## config.mk

```make
export PLATFORM = sky130hd
export DESIGN_NAME = tx_path
export DESIGN_NICKNAME = d
export VERILOG_FILES = /design/src/rtl/tx_path.sv
export SDC_FILE = /design/constraint.sdc
export NUM_CORES = 1
export LEC_CHECK = 0
export CAP_MARGIN = 40
export CORE_UTILIZATION = 47
export CTS_BUF_LIST = sky130_fd_sc_hd__clkbuf_16
export DETAILED_ROUTE_END_ITERATION = 8
export GPL_TIMING_DRIVEN = 0
export PLACE_DENSITY_LB_ADDON = 0.05
export RECOVER_POWER = 25
export SLEW_MARGIN = 20
export SYNTH_ARGS = -nofsm -noshare
export SYNTH_HDL_FRONTEND = slang
export SYNTH_SLANG_ARGS = --single-unit
```

## constraint.sdc

```tcl
create_clock -name clk -period 1.55 [get_ports clk]
set_input_delay 0.465 -clock clk [delete_from_list [all_inputs] [get_ports clk]]
set_output_delay 0.465 -clock clk [all_outputs]
set_load 0.005 [all_outputs]
```

## src/rtl/tx_path.sv

```systemverilog
// UART transmit path: serialises a WIDTH_SIZE-bit word as WIDTH_SIZE/DATA_BITS back-to-back frames.
// Latency: start bit appears on Tx from the accept edge; ready is low for NCHUNK*F*CLKS_PER_BIT cycles.
// Backpressure: ready is low for the whole transfer; valid/input_tx/PF/err are ignored while ready=0.
// Ports: clk, reset (async active-low), valid/input_tx/PF/err (word + per-word config),
//        Tx (registered serial line, idles high), ready (registered, high in IDLE).
`timescale 1ns/1ps
module tx_path #(
  parameter int WIDTH_SIZE   = 32,
  parameter int DATA_BITS    = 8,
  parameter int CLKS_PER_BIT = 1
) (
  input  logic                  clk,
  input  logic                  reset,
  input  logic                  valid,
  input  logic                  err,
  input  logic [WIDTH_SIZE-1:0] input_tx,
  input  logic                  PF,
  output logic                  Tx,
  output logic                  ready
);

  localparam int NCHUNK = WIDTH_SIZE / DATA_BITS;
  // Counter widths are kept at least 1 bit so degenerate parameters still elaborate.
  localparam int BAW = (CLKS_PER_BIT > 1) ? $clog2(CLKS_PER_BIT) : 1;
  localparam int BTW = (DATA_BITS > 1) ? $clog2(DATA_BITS) : 1;
  localparam int CHW = (NCHUNK > 1) ? $clog2(NCHUNK) : 1;

  typedef enum logic [2:0] {IDLE, START, DATA, PARITY, STOP} state_t;

  state_t                state_q, state_d;
  logic [BAW-1:0]        baud_q, baud_d;
  logic [BTW-1:0]        bit_q, bit_d;
  logic [CHW-1:0]        chunk_q, chunk_d;
  logic [WIDTH_SIZE-1:0] shift_q, shift_d;
  logic                  pf_q, pf_d;
  logic                  err_q, err_d;
  logic                  par_q, par_d;
  logic                  tx_q, tx_d;
  logic                  ready_q, ready_d;
  logic                  bit_done;

  assign Tx    = tx_q;
  assign ready = ready_q;

  always_ff @(posedge clk or negedge reset) begin
    if (!reset) begin
      state_q <= IDLE;
      baud_q  <= '0;
      bit_q   <= '0;
      chunk_q <= '0;
      shift_q <= '0;
      pf_q    <= 1'b0;
      err_q   <= 1'b0;
      par_q   <= 1'b0;
      tx_q    <= 1'b1;
      ready_q <= 1'b1;
    end else begin
      state_q <= state_d;
      baud_q  <= baud_d;
      bit_q   <= bit_d;
      chunk_q <= chunk_d;
      shift_q <= shift_d;
      pf_q    <= pf_d;
      err_q   <= err_d;
      par_q   <= par_d;
      tx_q    <= tx_d;
      ready_q <= ready_d;
    end
  end

  assign bit_done = (baud_q == BAW'(CLKS_PER_BIT - 1));

  // tx_d is the value of the bit the FSM enters, so Tx is a pure register output.
  always_comb begin
    state_d = state_q;
    baud_d  = baud_q;
    bit_d   = bit_q;
    chunk_d = chunk_q;
    shift_d = shift_q;
    pf_d    = pf_q;
    err_d   = err_q;
    par_d   = par_q;
    tx_d    = tx_q;
    ready_d = ready_q;

    if (state_q == IDLE) begin
      tx_d    = 1'b1;
      ready_d = 1'b1;
      if (valid && ready_q) begin
        state_d = START;
        shift_d = input_tx;
        pf_d    = PF;
        err_d   = err;
        par_d   = 1'b0;
        baud_d  = '0;
        bit_d   = '0;
        chunk_d = '0;
        tx_d    = 1'b0;
        ready_d = 1'b0;
      end
    end else begin
      baud_d = bit_done ? '0 : baud_q + 1'b1;
      if (bit_done) begin
        case (state_q)
          START: begin
            state_d = DATA;
            tx_d    = shift_q[0];
          end
          DATA: begin
            par_d   = par_q ^ shift_q[0];
            shift_d = shift_q >> 1;
            if (bit_q == BTW'(DATA_BITS - 1)) begin
              bit_d = '0;
              if (pf_q) begin
                state_d = PARITY;
                tx_d    = par_d ^ err_q;   // error injection flips parity
              end else begin
                state_d = STOP;
                tx_d    = ~err_q;          // error injection forces a framing error
              end
            end else begin
              bit_d = bit_q + 1'b1;
              tx_d  = shift_d[0];
            end
          end
          PARITY: begin
            state_d = STOP;
            tx_d    = 1'b1;
          end
          STOP: begin
            if (chunk_q == CHW'(NCHUNK - 1)) begin
              chunk_d = '0;
              state_d = IDLE;
              tx_d    = 1'b1;
              ready_d = 1'b1;
            end else begin
              chunk_d = chunk_q + 1'b1;
              state_d = START;
              par_d   = 1'b0;
              tx_d    = 1'b0;  // next start bit follows stop with no gap
            end
          end
          default: begin
            state_d = IDLE;
            tx_d    = 1'b1;
            ready_d = 1'b1;
          end
        endcase
      end
    end
  end

endmodule

```

==> results by group <==
Status
  – Status: finished, violations left
  – Failing checks: negative setup slack

Pwr
  – Share of power burned in registers: 39.3%
  – Leak: between 1 and 1.5 nW
  – Clock share of power: 24.4%
  – Internal power: 0.00305 W
  – Peak VDD IR: between 0.6 and 0.7 mV
  – Pwr/cell area: between 1000 and 1500 nW/um^2
  – Gate power share: between 30 and 40%
  – Sw power: roughly 0.0011 W
  – Sw Share: 26.5%
  – Post-route total power: 0.00414 W

STA
  – Fmax: 0.622 GHz
  – Clk_skew: 0.00588 ns
  – Final slew viol count: 0
  – Final TNS setup: -1.07 ns
  – Fin crit share: 104%
  – Least-Margin Pin Slew: ~1.3 ns
  – Post-route worst setup slack: -0.0574 ns
  – Unrepaired setup endpoints after global routing: true
  – Final Hold Violating Endpoints: 0
  – Setup violators final: 31
  – Worst relative slew slack: between 10% and 20%
  – Tmin final: between 1.5 and 2 ns

Route
  – DRT antenna net count: 0
  – Final WL: 4520 um
  – DR iter-0 viols: 78
  – TritonRoute pass-1 iters: 4
  – Vias: about 1500
  – Per-cell routed wire length: 15.1 um
  – Vias per std cell: 5.16
  – # DRC: 0

Worst setup path
  – Critical path's largest stage delay: 0.41 ns
  – Worst R2R Start: state_q[2]
  – Beginning of the critical path: state_q[2]
  – Critical-path cell list: nor3_4 > buf_6 > buf_12 > mux2_2 > mux2_2
  – Most used cell, CP: mux2_2
  – Crit path DAT: 1.77 ns
  – WP data required: 1.71 ns
  – Delay-heaviest family, CP: multiplexers
  – WP buf/inv: 2
  – Max Fanout on Critical Path: 10
  – Path type of the worst setup path: reg2reg
  – Worst setup EP type: register
  – Slowest cell on crit path: dfrtp_1
  – Crit start category: register

Layout
  – Diode count: 0
  – FILL cells: 343
  – Post-route cell area: 3200 sq um
  – Post-layout net count: roughly 270
  – Area of the multi-input gates: 1200 sq um
  – Synth-to-Final Area Change: 39.0%
  – Share of layout cells above drive strength 1: 47.0%
  – Post-route insts no fill: 299
  – Register area: 1130 sq um

Yosys
  – Number of cells produced by synthesis: 171
  – Yosys warnings: 0
  – Yosys top cell by area: dfrtp_1
  – Synth Cell Area: 2300 sq um
  – Most common cell in the netlist: mux2_2
  – Number of synthesized flops with an enable pin: 0
  – Mapped Nets: 211
  – Distinct cell type count after synthesis: 33
  – Most frequent cells after synthesis: mux2_2 (65), dfrtp_1 (43), inv_1 (5)
  – Syn_area_per_cell: about 13 sq um
  – Flops & latches, synth: 45
  – Synth Flop Type: dfrtp_1
  – Yosys top cell area share: 46.8%
  – Register area share after synthesis: ~49%
  – Async set-reset flop share out of synthesis: 100%
  – Area contributors post-synth: dfrtp_1 (47%), mux2_2 (32%), dfstp_2 (2.3%)

GRT
  – Largest net degree at the start of global routing: 25
  – Initial antenna violation count: 0
  – First-pass GRT wire length: 7560 um
  – Number of global-route vias before repair: 1608
  – All-Layer GR Usage: 19.2%
  – Total gr overflow: 0

Floorplan
  – Die Wd: 72.0 um
  – CORE AREA: around 4700 sq um
  – I/O pin count: 39
  – Floorplan row count: 25
  – Total die area: 5180 sq um
  – Initial Utilization: 48.7%
  – Die height: ~72 um

Place
  – DPL Wire Length: 2980 um
  – Dpl ws: -0.709 ns
  – Placed cell count: 277
  – Cell Area, Placed: between 2000 and 3000 sq um
  – Routability cong.: 0.791
  – Port bufs: 38

Clock network
  – CTS Hold Bufs: 0
  – CTS clk-pin slew, worst paths: 0.06 ns
  – Clock buffer count from CTS: 5
  – Clock Path Buffers: 2
  – H-tree levels: 2
  – Clock tree sinks: 45
  – Root buffer cell: clkbuf_16
  – Worst-Skew Late Latency: roughly 0.28 ns
  – CTS tree: built

Worst hold path
  – Hold Path Class: in2async

Run
  – MaxCap Viol Count: 0
## power groups by stage
stage | Sequential, W | Clock [W] | Combinational (W)
finish | 0.00163 | 0.00101 | 0.00150
global route | 0.00167 | 0.00110 | 0.00162
CTS | 0.00163 | 0.00105 | 0.00144
detailed placement | 0.00165 | 0 | 0.00119
global placement | 0.00162 | 0 | 0.00113
floorplan | 0.00159 | 0 | 0.000909
## cells in the final DEF, fill, tap and decap left out, types with 3 or more instances in the layout
cell type and n:
buf_6 8, nor3_1 3, clkdlybuf4s50_1 34, a21oi_1 4, o21ai_0 3, a32o_1 3
buf_8 3, mux2_4 22, mux2_2 43, inv_1 5, nand2b_1 3, buf_4 8
dfrtp_1 42, clkbuf_16 5
## state kept, by name, summed over array words and instances, names as in the netlist
signal	flops
shift_q	32
Tx	1
err_q	1
ready	1
state_q	3
bit_q	3
chunk_q	2
par_q	1
pf_q	1
## path summary, 6_finish.rpt
path,slack [ns],cells past startpoint,end
worst max-delay path,-0.06,5,shift_q[16]
worst min-delay path,0.46,1,err_q
worst max register to register,-0.06,5,shift_q[16]
worst min register to register,0.50,2,ready
max in group asynchronous,0.29,2,ready
min in group clk,0.50,2,ready
## layer usage
metal	routed length, um	GRT usage [%]	part of all wire [%]
met5	0	0	0
met1	2010	24.5	45
met4	48	5.23	1.1
met2	2260	32.3	50
met3	195	5.56	4.3
## cell families after synthesis
kind of cell | after synthesis | share of synthesized area, %
and+or+nand+nor | 24 | 6.86
xor gates and xnor gates | 1 | 0.381
buffers and inverters | 14 | 3.81
AOI/OAI and AO/OA | 17 | 5.50
adders and majority gates | 3 | 1.63
DFF | 45 | 49.1
muxes | 67 | 32.8
## stage by stage
stage | hold slack [ns] | util (%)
global route | 0.521 | 67.7
detailed placement | 0.482 | 59.1
global placement | 0.474 | 58.6
floorplan | 0.169 | -
finish | 0.461 | 67.7
CTS | 0.178 | 66.4
## area by class of cell
class	count	share of cell area (%)
multi-input cells	112	37.5
well taps	67	2.62
clock buffers	5	3.91
clock inverters	3	0.548
repair buffers	53	16.1
plain buffers	9	3.41
inverters	5	0.587
flip-flops and latches	45	35.3
## what timing repair did
action	in CTS	in global routing
pin swaps	3	1
hold endpoints to repair	0	0
endpoints found under the setup margin	40	39
cloned	2	0
resized for setup	37	19
setup buffers	11	1
## worst register-to-register path: cells and delay by family, from the launching register on
kind / cells / cell delay [ns]
and+or+nand+nor: 1 / 0.19
DFF: 1 / 0.41
buffers and inverters: 2 / 0.30
muxes: 2 / 0.59
Power figures use the tool's default switching activity.
==> edit (same flow settings) <==
Make the reset (`reset`) synchronous in one clocked block. Comments in the files are not updated.
--- a/src/rtl/tx_path.sv
+++ b/src/rtl/tx_path.sv
@@ -44,3 +44,3 @@
 
-  always_ff @(posedge clk or negedge reset) begin
+  always_ff @(posedge clk) begin
     if (!reset) begin
Function: differs if reset is asserted again (counterexample within 4 cycles, from zero or initial values and one cycle with reset low); with reset held inactive, the same outputs for 10 cycles.
==> edit against the unedited design <==
The run ends with design-rule violations left; maximum frequency increased by 8.1%; area after synthesis shrank 4.1%; power shrank 6.7%; count of clock-buffer cells in the layout unchanged; worst setup slack gained 120 ps; register-to-register slack better by 180 ps; final cell count up 7.7%; sequential power is 7% lower; sequential share of layout area down 4.0 points; hold slack got worse by 3.0 ps; design area decreased by 10%; non-clock buffer count down 3; sequential cell count did not move; wire length down 2.4%.
==> edit: results (changes against the unedited design) <==
layout cells sized above 1 = 0.222 (-0.248)
Ant. Diodes = 0 (unchanged)
sequential fraction of the synthesis area = 0.409 (-0.0821)
final setup skew = 3.99 ps (-1.90 ps)
post-DR vias/cell = 5.36 (+4.0%)
drt total wl = 4410 um (-2.4%)
Cell variety after synth = 34 (+3.0%)
synth top area cells = dfxtp_1 41%, a211oi_2 15%, mux2i_1 15%, nor2_1 6.6%, a21oi_1 2.0%
clock root buffer = clkbuf_16
CP max stage delay = 530 ps (+120 ps)
Leak Pwr = 1.04 nW (-27%)
initial antenna violation count = 0 (unchanged)
crit path max fanout = 10 (unchanged)
Worst-Margin Slew = 405 ps (-915 ps)
Main synth FF type = dfxtp_1
Fillers = 399 (+16%)
routability cong. = 0.775 (-2.1%)
PortBufs = 38 (unchanged)
count of warnings emitted by yosys = 0 (unchanged)
CP max-delay cell = clkdlybuf4s50_1
post-DP HPWL = 2990 um (+0.59%)
number of global-route vias before repair = 1645 (+2.3%)
TritonCTS Buffers = 5 (unchanged)
Final Non-Filler Cells = 322 (+7.7%)
initial DRC count = 78 (unchanged)
First-pass DRT Iterations = 6 (+2)
HP Class = reg2reg
clock tree buffer depth = 2 (unchanged)
H-tree levels = 2 (unchanged)
Tot GR Track Use = 0.183 (-0.00908)
outcome = finished with violations
number of flops mapped to enable cells by yosys = 0 (unchanged)
Clk pin slew, worst setup/hold paths = 60 ps (about the same)
asr flop ratio synth = 0 (-1.00)
average cell area after synthesis = 9.98 um2 (-26%)
Total Nets Final = 310 (+14%)
Peak VDD IR = 0.811 mV (+17%)
placed instance area = 2650 um2 (-5.0%)
global-route wire length before repair = 7200 um (-4.7%)
syn_nets = 261 (+24%)
registers with the most flip-flops = shift_q: 32 flops, bit_q: 3 flops, state_q: 3 flops
worst-skew pair later-pin latency = 280 ps (about the same)
failing checks = design-rule violations
largest net degree at the start of global routing = 13 (-48%)
# DRC = 8 (+8)
most common library cells after synthesis = 45 x dfxtp_1, 39 x nor2_1, 32 x mux2i_1, 27 x a211oi_2, 9 x a21oi_1
[edit: cell count changes in the layout (fill, tap and decap cells not counted), sizes merged, moves of 3 or more]
cell    unedited run  this run
nand2b             3         0
clkbuf             8        12
buf               23        14
nor2               3        40
o21ai              5         8
a32o               3         0
mux2              66         1
mux2i              1        32
a21oi              4         9
dfxtp              0        45
a211oi             2        31
nand2              2         8
dfrtp             43         0
[edit: kinds of logic (layout without fill, tap and decap cells)]
family	Yosys count	in the layout	share of synthesized area
compound gates	58	58	0.241
xor+xnor	2	2	0.00795
fa+ha+maj	3	3	0.0170
buf+inv	22	71	0.0596
flops	45	45	0.409
mux	33	33	0.150
simple gates	58	58	0.115
[edit: final timing paths]
kind	start	to	slack [ps]	depth (start not counted)
max reg2reg	state_q[0]$_SDFFE_PN0P_	shift_q[5]$_SDFFE_PN0P_	120	7
min	bit_q[1]$_SDFFE_PN0P_	bit_q[1]$_SDFFE_PN0P_	460	2
max	reset	shift_q[15]$_SDFFE_PN0P_	60	4
min reg2reg	bit_q[1]$_SDFFE_PN0P_	bit_q[1]$_SDFFE_PN0P_	460	2
[edit: through the flow]
stage / power, mW / setup TNS [ps] / worst slack (ps)
floorplan: 2.50 / 0 / 234
global placement: 2.79 / -15000 / -417
detailed placement: 2.81 / -14990 / -428
CTS: 3.82 / -197 / -27.7
global route: 4.10 / 0 / 4.21
finish: 3.87 / 0 / 62.6
[edit: where the power goes]
| group | total [mW] | internal, mW | switching [mW] |
|---|---|---|---|
| logic | 1.38 | 0.688 | 0.694 |
| registers | 1.52 | 1.39 | 0.129 |
| clock network | 0.967 | 0.576 | 0.391 |
[edit: layout make-up]
type                    count  area, um2  area share
repair buffers             42        427       0.149
inverters                   5       18.8     0.00654
clock buffers               5        125      0.0436
well taps                  52       65.1      0.0227
flip-flops and latches     45        901       0.314
multi-input cells         154       1180       0.412
plain buffers              17        144      0.0501
clock inverters             2       7.51     0.00262
[edit: layer usage]
| metal | routed length [um] | vias to the layer above | track usage |
|---|---|---|---|
| met3 | 208 | 4 | 0.0404 |
| met2 | 2080 | 27 | 0.314 |
| met4 | 42 | 0 | 0.0612 |
| li1 | - | 893 | - |
| met5 | 0 | - | 0 |
| met1 | 2080 | 803 | 0.226 |
[edit: worst max-delay path: cells and delay by family]
kind	cells	cell delay, ps
buf+inv	3	1010
compound gates	1	210
[edit: repair_timing]
action	CTS	global route
endpoints found under the hold margin	0	0
gates resized for setup	11	12
cloned	0	2
endpoints found under the setup margin	34	37
pin swaps	0	3
hold buffers	0	0
setup buffers	1	1
